$ cat config.mk
export PLATFORM = sky130hd
export DESIGN_NAME = wb_arbiter_flat
export DESIGN_NICKNAME = d
export VERILOG_FILES = /design/src/rtl/wb_arbiter_if.sv /design/src/rtl/wb_arbiter.sv /design/src/flat_wrapper.sv
export SDC_FILE = /design/constraint.sdc
export NUM_CORES = 1
export LEC_CHECK = 0
export BUFFER_PORTS_ARGS = -buffer_cell sky130_fd_sc_hd__buf_2
export CORE_MARGIN = 2
export CORE_UTILIZATION = 40
export CTS_CLUSTER_DIAMETER = 120
export DETAILED_ROUTE_END_ITERATION = 8
export GPL_TIMING_DRIVEN = 0
export PLACE_DENSITY = 0.82
export REMOVE_ABC_BUFFERS = 1
export SETUP_SLACK_MARGIN = 0.15
export SYNTH_ARGS = -nofsm -noshare
export SYNTH_HDL_FRONTEND = slang
export SYNTH_SLANG_ARGS = --single-unit
$ cat constraint.sdc
create_clock -name clk -period 4.2 [get_ports clk]
set_input_delay 0.84 -clock clk [delete_from_list [all_inputs] [get_ports clk]]
set_output_delay 0.84 -clock clk [all_outputs]
set_load 0.02 [all_outputs]
$ cat src/rtl/wb_arbiter_if.sv
// Write-back bus between the ALU/load requesters, the issue stage and the
// register-file write port. The master side drives requests, the slave side
// (the arbiter) returns readies and the registered write port.
interface wb_arbiter_if;
  logic        alu_valid;
  logic [2:0]  alu_dest;
  logic [31:0] alu_data;
  logic        alu_ready;

  logic        mem_valid;
  logic [2:0]  mem_dest;
  logic [31:0] mem_data;
  logic        mem_ready;

  logic        iss_valid;
  logic [2:0]  iss_dest;

  logic        we;
  logic [2:0]  dest;
  logic [31:0] result;
  logic [7:0]  pending;
  logic [15:0] wb_count;

  modport master (
    output alu_valid, alu_dest, alu_data,
    input  alu_ready,
    output mem_valid, mem_dest, mem_data,
    input  mem_ready,
    output iss_valid, iss_dest,
    input  we, dest, result, pending, wb_count
  );

  modport slave (
    input  alu_valid, alu_dest, alu_data,
    output alu_ready,
    input  mem_valid, mem_dest, mem_data,
    output mem_ready,
    input  iss_valid, iss_dest,
    output we, dest, result, pending, wb_count
  );
endinterface

$ cat src/rtl/wb_arbiter.sv
// Two-port write-back arbiter (ALU and load unit) feeding a single
// register-file write port, with a round-robin tie-break, a pending-write
// scoreboard and a wrapping count of completed writes.
module wb_arbiter (
  input  logic        clk,
  input  logic        reset,
  wb_arbiter_if.slave bus
);

  // Pointer to the port served most recently: 0 = ALU, 1 = MEM.
  logic        last_grant;
  logic        grant_alu;
  logic        grant_mem;

  logic        we_r;
  logic [2:0]  dest_r;
  logic [31:0] result_r;
  logic [7:0]  pending_r;
  logic [15:0] count_r;

  logic [7:0]  set_mask;
  logic [7:0]  clr_mask;

  // Lone requester always wins; on contention the port not served last wins; nothing is accepted in reset.
  always_comb begin
    grant_alu = 1'b0;
    grant_mem = 1'b0;
    if (!reset) begin
      if (bus.alu_valid && bus.mem_valid) begin
        grant_alu = last_grant;
        grant_mem = ~last_grant;
      end else begin
        grant_alu = bus.alu_valid;
        grant_mem = bus.mem_valid;
      end
    end
  end

  assign bus.alu_ready = grant_alu;
  assign bus.mem_ready = grant_mem;

  // Remember which port took the last grant; reset leaves ALU favoured for the first contention.
  always_ff @(posedge clk) begin
    if (reset) begin
      last_grant <= 1'b1;
    end else if (grant_alu) begin
      last_grant <= 1'b0;
    end else if (grant_mem) begin
      last_grant <= 1'b1;
    end
  end

  // Register the granted write one cycle later; without a grant the index and data hold.
  always_ff @(posedge clk) begin
    if (reset) begin
      we_r     <= 1'b0;
      dest_r   <= 3'd0;
      result_r <= 32'd0;
    end else if (grant_alu) begin
      we_r     <= 1'b1;
      dest_r   <= bus.alu_dest;
      result_r <= bus.alu_data;
    end else if (grant_mem) begin
      we_r     <= 1'b1;
      dest_r   <= bus.mem_dest;
      result_r <= bus.mem_data;
    end else begin
      we_r     <= 1'b0;
    end
  end

  // Decode scoreboard set (new issue) and clear (write completing this cycle) masks.
  always_comb begin
    set_mask = 8'h00;
    clr_mask = 8'h00;
    if (bus.iss_valid) begin
      set_mask[bus.iss_dest] = 1'b1;
    end
    if (we_r) begin
      clr_mask[dest_r] = 1'b1;
    end
  end

  // Scoreboard update: the set is OR-ed in after the clear so a coinciding issue keeps the bit high.
  always_ff @(posedge clk) begin
    if (reset) begin
      pending_r <= 8'h00;
    end else begin
      pending_r <= (pending_r & ~clr_mask) | set_mask;
    end
  end

  // Count each completed register-file write, wrapping naturally at 16 bits.
  always_ff @(posedge clk) begin
    if (reset) begin
      count_r <= 16'd0;
    end else if (we_r) begin
      count_r <= count_r + 16'd1;
    end
  end

  assign bus.we       = we_r;
  assign bus.dest     = dest_r;
  assign bus.result   = result_r;
  assign bus.pending  = pending_r;
  assign bus.wb_count = count_r;

endmodule

$ cat src/flat_wrapper.sv
// flat-port wrapper written by rule: the top's interface ports become plain ports
module wb_arbiter_flat 
  (clk, reset, bus_alu_valid, bus_alu_dest, bus_alu_data, bus_alu_ready, bus_mem_valid, bus_mem_dest, bus_mem_data, bus_mem_ready, bus_iss_valid, bus_iss_dest, bus_we, bus_dest, bus_result, bus_pending, bus_wb_count);
  wb_arbiter_if bus_i ();
  input  logic clk;
  input  logic reset;
  input wire logic [$bits(bus_i.alu_valid)-1:0] bus_alu_valid;
  input wire logic [$bits(bus_i.alu_dest)-1:0] bus_alu_dest;
  input wire logic [$bits(bus_i.alu_data)-1:0] bus_alu_data;
  output wire logic [$bits(bus_i.alu_ready)-1:0] bus_alu_ready;
  input wire logic [$bits(bus_i.mem_valid)-1:0] bus_mem_valid;
  input wire logic [$bits(bus_i.mem_dest)-1:0] bus_mem_dest;
  input wire logic [$bits(bus_i.mem_data)-1:0] bus_mem_data;
  output wire logic [$bits(bus_i.mem_ready)-1:0] bus_mem_ready;
  input wire logic [$bits(bus_i.iss_valid)-1:0] bus_iss_valid;
  input wire logic [$bits(bus_i.iss_dest)-1:0] bus_iss_dest;
  output wire logic [$bits(bus_i.we)-1:0] bus_we;
  output wire logic [$bits(bus_i.dest)-1:0] bus_dest;
  output wire logic [$bits(bus_i.result)-1:0] bus_result;
  output wire logic [$bits(bus_i.pending)-1:0] bus_pending;
  output wire logic [$bits(bus_i.wb_count)-1:0] bus_wb_count;
  assign bus_i.alu_valid = bus_alu_valid;
  assign bus_i.alu_dest = bus_alu_dest;
  assign bus_i.alu_data = bus_alu_data;
  assign bus_alu_ready = bus_i.alu_ready;
  assign bus_i.mem_valid = bus_mem_valid;
  assign bus_i.mem_dest = bus_mem_dest;
  assign bus_i.mem_data = bus_mem_data;
  assign bus_mem_ready = bus_i.mem_ready;
  assign bus_i.iss_valid = bus_iss_valid;
  assign bus_i.iss_dest = bus_iss_dest;
  assign bus_we = bus_i.we;
  assign bus_dest = bus_i.dest;
  assign bus_result = bus_i.result;
  assign bus_pending = bus_i.pending;
  assign bus_wb_count = bus_i.wb_count;
  wb_arbiter u_core (.clk(clk), .reset(reset), .bus(bus_i));
endmodule
* After elaboration in Yosys (flattened, before gate mapping)
Cells that the tools add are included.
** Cells by class
- Bitwise operators :: 4
- Reduce and logical (&&, ||, !) cells :: 4
- Order comparisons :: 4
- Mux-type cells :: 18
- Add/sub/neg operators :: 1
** Operators by type and width (count)
- $mux 32 :: 2
- $add 16x1->16 const B :: 1
- $mux 8 :: 2
- $mux 1 :: 10
- $and 8x8->8 :: 1
- $lt 3x4->1 const B :: 2
- $not 8->8 :: 1
- $or 8x8->8 :: 1
- $demux 1 s3 :: 2
- $ge 3x1->1 const B :: 2
- $mux 3 :: 2
- $logic_and 1x1->1 :: 3
- $reduce_bool 2->1 :: 1
- $not 1->1 :: 1
** Word-level totals
- Flip-flop bits (word level) :: 61
- Output and inout bits :: 62
- Input bits :: 78

* Depth between registers and ports, before layout
Gate-level depths: netlist of the first run.
- Word-level depth :: 8
- Depth in mapped cells :: 5
- Depth with buffers taken out :: 5

* Worst setup path before layout of the first run
No wires, ideal clock.
- Path kind :: input-to-output
- Start point :: in bus_mem_valid
- End point :: out bus_mem_ready
- Cell stages on the path :: 3
- Slack :: 1.744 ns
- Arrival time :: 1.616 ns
- Cells stage by stage :: inv_1 -> a211oi_1 -> clkbuf_1
** Between the ends
- Word-level cells in the longest chain between the ends :: 3
** Ends and longest elaborated chain
- from (decl) :: RTL line flat_wrapper.sv:11 : input wire logic [$bits(bus_i.mem_valid)-1:0] bus_mem_valid;
- $logic_and 1x1->1 :: RTL line wb_arbiter.sv:29 : if (bus.alu_valid && bus.mem_valid) begin
- $mux 1 * :: RTL line wb_arbiter.sv:29
- $mux 1 * :: RTL line wb_arbiter.sv:28 : if (!reset) begin
- to (decl) :: RTL line flat_wrapper.sv:14 : output wire logic [$bits(bus_i.mem_ready)-1:0] bus_mem_ready;
Every way passes the cells marked *; elsewhere a longest branch is shown, timed or not.

* Worst setup path in the final report of the first run
- Start point :: in reset
- End point :: out bus_alu_ready
** Between the ends
- Word-level cells in the longest chain between the ends :: 1
** Ends and longest elaborated chain
- from (decl) :: RTL line flat_wrapper.sv:6 : input logic reset;
- $mux 1 :: RTL line wb_arbiter.sv:28
- to (decl) :: RTL line flat_wrapper.sv:10 : output wire logic [$bits(bus_i.alu_ready)-1:0] bus_alu_ready;
No other way between the ends.

==> flow_summary_export.csv, run 1 <==
group,metric,value,unit
timing,report.final.setup_viol,0,
route,vias,2551,
power_and_ir_drop,clock_power_share,0.348,
clock_tree,cts_tree,"yes",
timing,finalCritPeriodShare,0.7751,
clock_tree,ctsLongestPathBuffers,2,
clock_tree,cts_sinks,61,
die,fp.dieW,82.30,µm
synth,ys_types,33,
die,io_pins,140,
die,die_y,82.30,µm
die,num_rows,28,
outcome,status,"complete, no violations",
worst_setup_path,endpoint_kind,"output pin",
worst_setup_path,r2r-end,"u_core.bus.wb_count[12]",
synth,synth_top_area_cell,"dfxtp_1",
worst_setup_path,required,3.36,ns
place,dpl.hpwl,4660,µm
power_and_ir_drop,comb_power_share,0.158,
synth,synth-edff-count,0,
worst_setup_path,r2r_setup_slack,2.45,ns
clock_tree,ctsHtreeMaxLevel,3,
timing,tightestPinTransition,1.201,ns
timing,maxSlewViolCount,0,
worst_setup_path,endpoint,"bus_alu_ready",
synth,avgSynthCellArea,9.432,µm²
layout,fin_area,0.003417,mm²
route,routedWlPerCell,13.70,µm
synth,synth_top_area_frac,0.4980,
place,port_buffers,139,
hold_path,hp-class,"reg2reg",
synth,yosys-top-cells-area,"dfxtp_1, a222oi_1, nor2_1, mux2i_1, xor2_1",
power_and_ir_drop,p_leak,1.607,nW
synth,ys_top_cells_by_count,"dfxtp_1, nor2_1, a222oi_1",
worst_setup_path,crit_path_start_kind,"input port",
layout,diodes,0,
timing,whs,0.4763,ns
worst_setup_path,cp_max_fo,67,
route,via_per_inst,5.393,
route,antenna_left,0,
die,initial_core_util,0.4142,
route,drtIter0Drc,211,
power_and_ir_drop,p_switching,0.3381,mW
synth,synth-async-reset-ratio,0,
clock_tree,clock_tree.root_cell,"clkbuf_8",
timing,fmax,307.2,MHz
synth,ys_warn_count,0,
synth,synth.most_common_cell,"dfxtp_1",
worst_setup_path,critPathLaunch,"reset",
layout,register_area,0.001221,mm²
synth,syn_area,0.002452,mm²
route,drtPass1Iterations,6,
power_and_ir_drop,peakVddDrop,0.0001835,V
place,gp_congestion,0.7563,
global_routing,grt_max_degree,68,
place,place_area,0.003237,mm²
timing,rsz0062_at_grt,"false",
synth,synth-main-ff-cell,"dfxtp_1",
timing,setup_tns,0,ns
layout,drive_above_1_share,0.4045,
route,post-route-drc-count,0,
die,die-area,0.006773,mm²
timing,period_needed,3.255,ns
power_and_ir_drop,intPower,0.9333,mW
global_routing,overflow,0,
global_routing,grt_pass1_wl,9942,µm
clock_tree,cts_setup_buffers,0,
timing,final_hold_viol_count,0,
layout,nFillCells,540,
global_routing,grt_pass1_vias,2177,
worst_setup_path,r2r-start,"u_core.bus.we",
synth,ys_seq_elements,61,
layout,syn2layout_area_growth,39.34,%
layout,fin_util,0.5771,
power_and_ir_drop,power.density,372.1,mW/mm²
timing,skew,0.004722,ns
clock_tree,numCtsBuffers,9,
worst_setup_path,critPathKind,"in2out",
die,core,0.005921,mm²
global_routing,track_usage,0.1910,
power_and_ir_drop,pwr-share-seq,0.494,
global_routing,antenna_found_initial,0,
layout,multi_input_comb_area,0.001156,mm²
synth,seq_area_frac_synth,0.4980,
worst_setup_path,rr_worst_depth,4,
clock_tree,cts_resized,0,
clock_tree,path_clk_slew,0.06,ns
timing,relSlewSlack,0.1993,
power_and_ir_drop,p_sw_frac,0.2659,
worst_setup_path,crit_arrival,2.42,ns
synth,syn_inst,260,
clock_tree,clk_latency,0.32,ns
layout,nNetsFinal,474,
clock_tree,ctsHoldBuffers,0,
run,drv_cap,0,
route,wirelength,6479,µm
per-layer routing:
layer | GRT usage | vias up | part of all wire | wire, µm
li1 | - | 1244 | - | -
met1 | 0.2366 | 1173 | 0.42 | 2739
met2 | 0.3169 | 124 | 0.49 | 3146
met3 | 0.05870 | 10 | 0.080 | 519
met4 | 0.06000 | 0 | 0.011 | 74
met5 | 0 | - | 0 | 0
cells in the final DEF (no fill, tap or decap), types with 3 or more instances in the layout:
| master | count |
|---|---|
| buf_2 | 139 |
| nand4_1 | 6 |
| o21ai_0 | 7 |
| dfxtp_1 | 61 |
| nand2b_1 | 4 |
| nand3_1 | 9 |
| nand2_1 | 10 |
| mux2i_1 | 6 |
| a222oi_1 | 30 |
| a21oi_1 | 10 |
| xnor2_1 | 4 |
| clkbuf_8 | 11 |
| a211oi_1 | 5 |
| nor2_1 | 51 |
| xor2_1 | 6 |
| nor3_1 | 3 |
| mux2_1 | 3 |
| nor2b_1 | 7 |
state kept, by name, summed over array words and instances (netlist names):
name,flops
u_core.last_grant,1
u_core.bus.pending,8
u_core.bus.result,32
u_core.bus.wb_count,16
u_core.bus.we,1
u_core.bus.dest,3
area by class of cell:
class / instances / area share
sequential: 61 / 0.3574
multi-input combinational: 177 / 0.3383
timing repair buffer: 142 / 0.2241
clock buffer: 12 / 0.04540
tap: 75 / 0.02746
inverter: 4 / 0.004394
clock inverter: 2 / 0.002929
how the worst min path moves through the flow:
stage,depth (start not counted),start,end
floorplan,1,u_core.last_grant,u_core.last_grant
CTS,2,u_core.bus.pending[6],u_core.bus.pending[6]
detailed placement,2,u_core.bus.pending[6],u_core.bus.pending[6]
global placement,2,u_core.bus.pending[0],u_core.bus.pending[0]
finish,2,u_core.bus.pending[0],u_core.bus.pending[0]
global route,2,u_core.bus.pending[2],u_core.bus.pending[2]
power by group through the flow:
stage          clock (mW)  sequential, mW  combinational, mW
2_1_floorplan           0           0.672             0.0672
3_5_place_dp            0           0.640              0.200
6_report            0.443           0.628              0.200
3_3_place_gp            0           0.639              0.186
4_1_cts             0.454           0.628              0.201
5_1_grt             0.482           0.632              0.220
worst max-delay path: stages:
cell,delay (ns)
buf_2,0.47
nor3_4,0.79
buf_2,0.29
per-stage QoR:
stage | power [mW] | setup WS (ns) | cells
finish | 1.271 | 0.9446 | 473
CTS | 1.283 | 0.4039 | 472
detailed placement | 0.8402 | 0.4226 | 458
floorplan | 0.7390 | 0.4498 | 242
global placement | 0.8249 | -1.031 | 456
global route | 1.334 | 0.8377 | 473
cell families (layout without fill, tap and decap cells):
family          count (synthesis)  in the layout  share of synthesized area
compound gates                 58             58                     0.1918
mux                             9              9                    0.03827
fa+ha+maj                       1              1                   0.005101
flops                          61             61                     0.4980
xor+xnor                       10             10                    0.03571
simple gates                   99             99                     0.1939
buf+inv                        22            160                    0.03725
No activity file was read; power rests on OpenSTA's default activity.
==> run 2, diff against run 1 <==
Settings changed: CORE_UTILIZATION 40 to 39, PLACE_DENSITY 0.82 to 0.83.
Clock period 4.2 ns to 2.8 ns, I/O delays scaled along.
==> run 2 against run 1 <==
- worst setup slack lost 0.67 ns
- non-clock buffer count did not move
- register-to-register slack got worse by 1.6 ns
- via count up 0.63%
- final cell count is 0.42% higher
- clock power up 56%
- sequential cell count is the same
- die area is 2.4% higher
- clock skew increased by 0.0023 ns
- sequential power rose by 50%
- critical endpoint is now bus_mem_ready
- highest routed layer unchanged
==> flow_summary_export.csv, run 2 (synthesized netlist as in run 1, its figures left out) <==
group,metric,value,unit
power_and_ir_drop,pwr-share-seq,0.487,
timing,relSlewSlack,0.1598,
worst_setup_path,slowest_delay,0.54,ns
global_routing,grt_pass1_vias,2337,
global_routing,track_usage,0.1857,
timing,skew,0.007012,ns
timing,maxSlewViolCount,0,
clock_tree,cts_tree,"yes",
worst_setup_path,cp_max_fo,68,
layout,register_area,0.001221,mm²
place,gp_congestion,0.7823,
route,vias,2567,
timing,finalCritPeriodShare,0.9013,
timing,tightestPinTransition,1.253,ns
place,dpl.hpwl,4521,µm
global_routing,antenna_found_initial,0,
outcome,status,"complete, no violations",
clock_tree,numCtsBuffers,9,
power_and_ir_drop,intPower,1.431,mW
layout,diodes,0,
hold_path,hp-class,"reg2reg",
global_routing,grt_pass1_wl,10580,µm
layout,drive_above_1_share,0.4050,
worst_setup_path,critPathKind,"in2out",
power_and_ir_drop,power.density,563.9,mW/mm²
route,drtPass1Iterations,9,
worst_setup_path,required,2.24,ns
power_and_ir_drop,p_sw_frac,0.2612,
place,place_ws,-0.3709,ns
global_routing,met3_usage,0.05865,
power_and_ir_drop,comb_power_share,0.156,
worst_setup_path,path_cells,"clkbuf_4, a211oi_4, buf_16, buf_2",
hold_path,hold_depth,2,
route,wirelength,6528,µm
route,via_per_inst,5.404,
route,drtIter0Drc,186,
hold_path,hold_start,"u_core.bus.pending[3]",
route,post-route-drc-count,0,
timing,rsz0062_at_grt,"false",
die,io_pins,140,
power_and_ir_drop,peakVddDrop,0.0002991,V
layout,fin_util,0.5733,
worst_setup_path,rr_worst_depth,4,
clock_tree,ctsLongestPathBuffers,2,
timing,period_needed,2.524,ns
clock_tree,ctsHtreeMaxLevel,3,
layout,layout_common_cells,"buf_2, dfxtp_1, nor2_1, a222oi_1, clkbuf_8",
place,port_buffers,139,
clock_tree,cts_sinks,61,
layout,multi_input_comb_area,0.001166,mm²
route,routedWlPerCell,13.74,µm
global_routing,grtUsageMet2,0.3299,
die,initial_core_util,0.4094,
worst_setup_path,crit_arrival,1.96,ns
timing,fmax,396.3,MHz
clock_tree,clock_tree.root_cell,"clkbuf_8",
clock_tree,clk_latency,0.32,ns
worst_setup_path,critPathLaunch,"reset",
global_routing,grt-busiest-layer,"met2",
global_routing,grt_use_met1,0.2129,
die,core,0.005991,mm²
die,fp.dieW,83.30,µm
global_routing,overflow,0,
die,die_y,83.30,µm
worst_setup_path,crit_path_start_kind,"input port",
layout,nFillCells,504,
power_and_ir_drop,clock_power_share,0.358,
timing,report.final.setup_viol,0,
power_and_ir_drop,p_leak,1.612,nW
clock_tree,path_clk_slew,0.06,ns
die,die-area,0.006938,mm²
global_routing,grt_max_degree,69,
clock_tree,ctsHoldBuffers,0,
worst_setup_path,critical-path-slowest-cell,"a211oi_4",
worst_setup_path,r2r-start,"u_core.last_grant",
worst_setup_path,endpoint_kind,"output pin",
timing,final_hold_viol_count,0,
layout,nNetsFinal,475,
power_and_ir_drop,p_switching,0.5058,mW
route,antenna_left,0,
run,drv_cap,0,
layout,mostFrequentLayoutCell,"buf_2",
die,num_rows,28,
layout,largest_register_ffs,32,
layout,syn2layout_area_growth,40.05,%
timing,layout_setup_ws,0.2764,ns
run 2: timing repair:
action                     4_1_cts  5_1_grt
setup endpoints to repair        1        1
gates resized for setup          0        1
buffers inserted                 1        0
pin swaps                        1        0
gates cloned                     1        0
hold endpoints to repair         0        0
run 2: power by group through the flow:
stage | combinational, mW | sequential (mW) | clock, mW
3_3_place_gp | 0.276 | 0.959 | 0
4_1_cts | 0.302 | 0.943 | 0.719
6_report | 0.301 | 0.943 | 0.692
2_1_floorplan | 0.101 | 1.01 | 0
3_5_place_dp | 0.297 | 0.960 | 0
5_1_grt | 0.326 | 0.948 | 0.761
run 2: worst paths after layout:
kind / end / slack [ns]
worst max-delay path: bus_mem_ready / 0.28
worst min-delay path: u_core.bus.pending[3] / 0.47
worst max register to register: u_core.bus.result[17] / 0.81
worst min register to register: u_core.bus.pending[3] / 0.47
run 2: through the flow:
step	TNS, ns	area (µm²)	hold slack [ns]	instances	power, mW
2_1_floorplan	-10.12	2376	0.4600	242	1.109
3_3_place_gp	-41.85	3166	0.4562	456	1.236
3_5_place_dp	-0.7570	3237	0.4667	458	1.258
4_1_cts	0	3432	0.4745	475	1.965
5_1_grt	0	3435	0.4888	475	2.035
6_report	0	3435	0.4722	475	1.937
run 2: final cells by class:
class / instances / share of cell area
Clock inverter: 1 / 0.001457
Tap cell: 75 / 0.02732
Clock buffer: 14 / 0.05027
Multi-Input combinational cell: 178 / 0.3395
Timing Repair Buffer: 142 / 0.2215
Inverter: 4 / 0.004372
Sequential cell: 61 / 0.3556
run 2: critical path, delay by kind of cell:
family	cells	cell delay, ns
buffers and inverters	3	0.83
AOI/OAI and AO/OA	1	0.54
run 2: routing by layer:
metal / wire, µm / vias up
met5: 0 / -
li1: - / 1246
met4: 39 / 0
met1: 2669 / 1197
met2: 3322 / 120
met3: 497 / 4
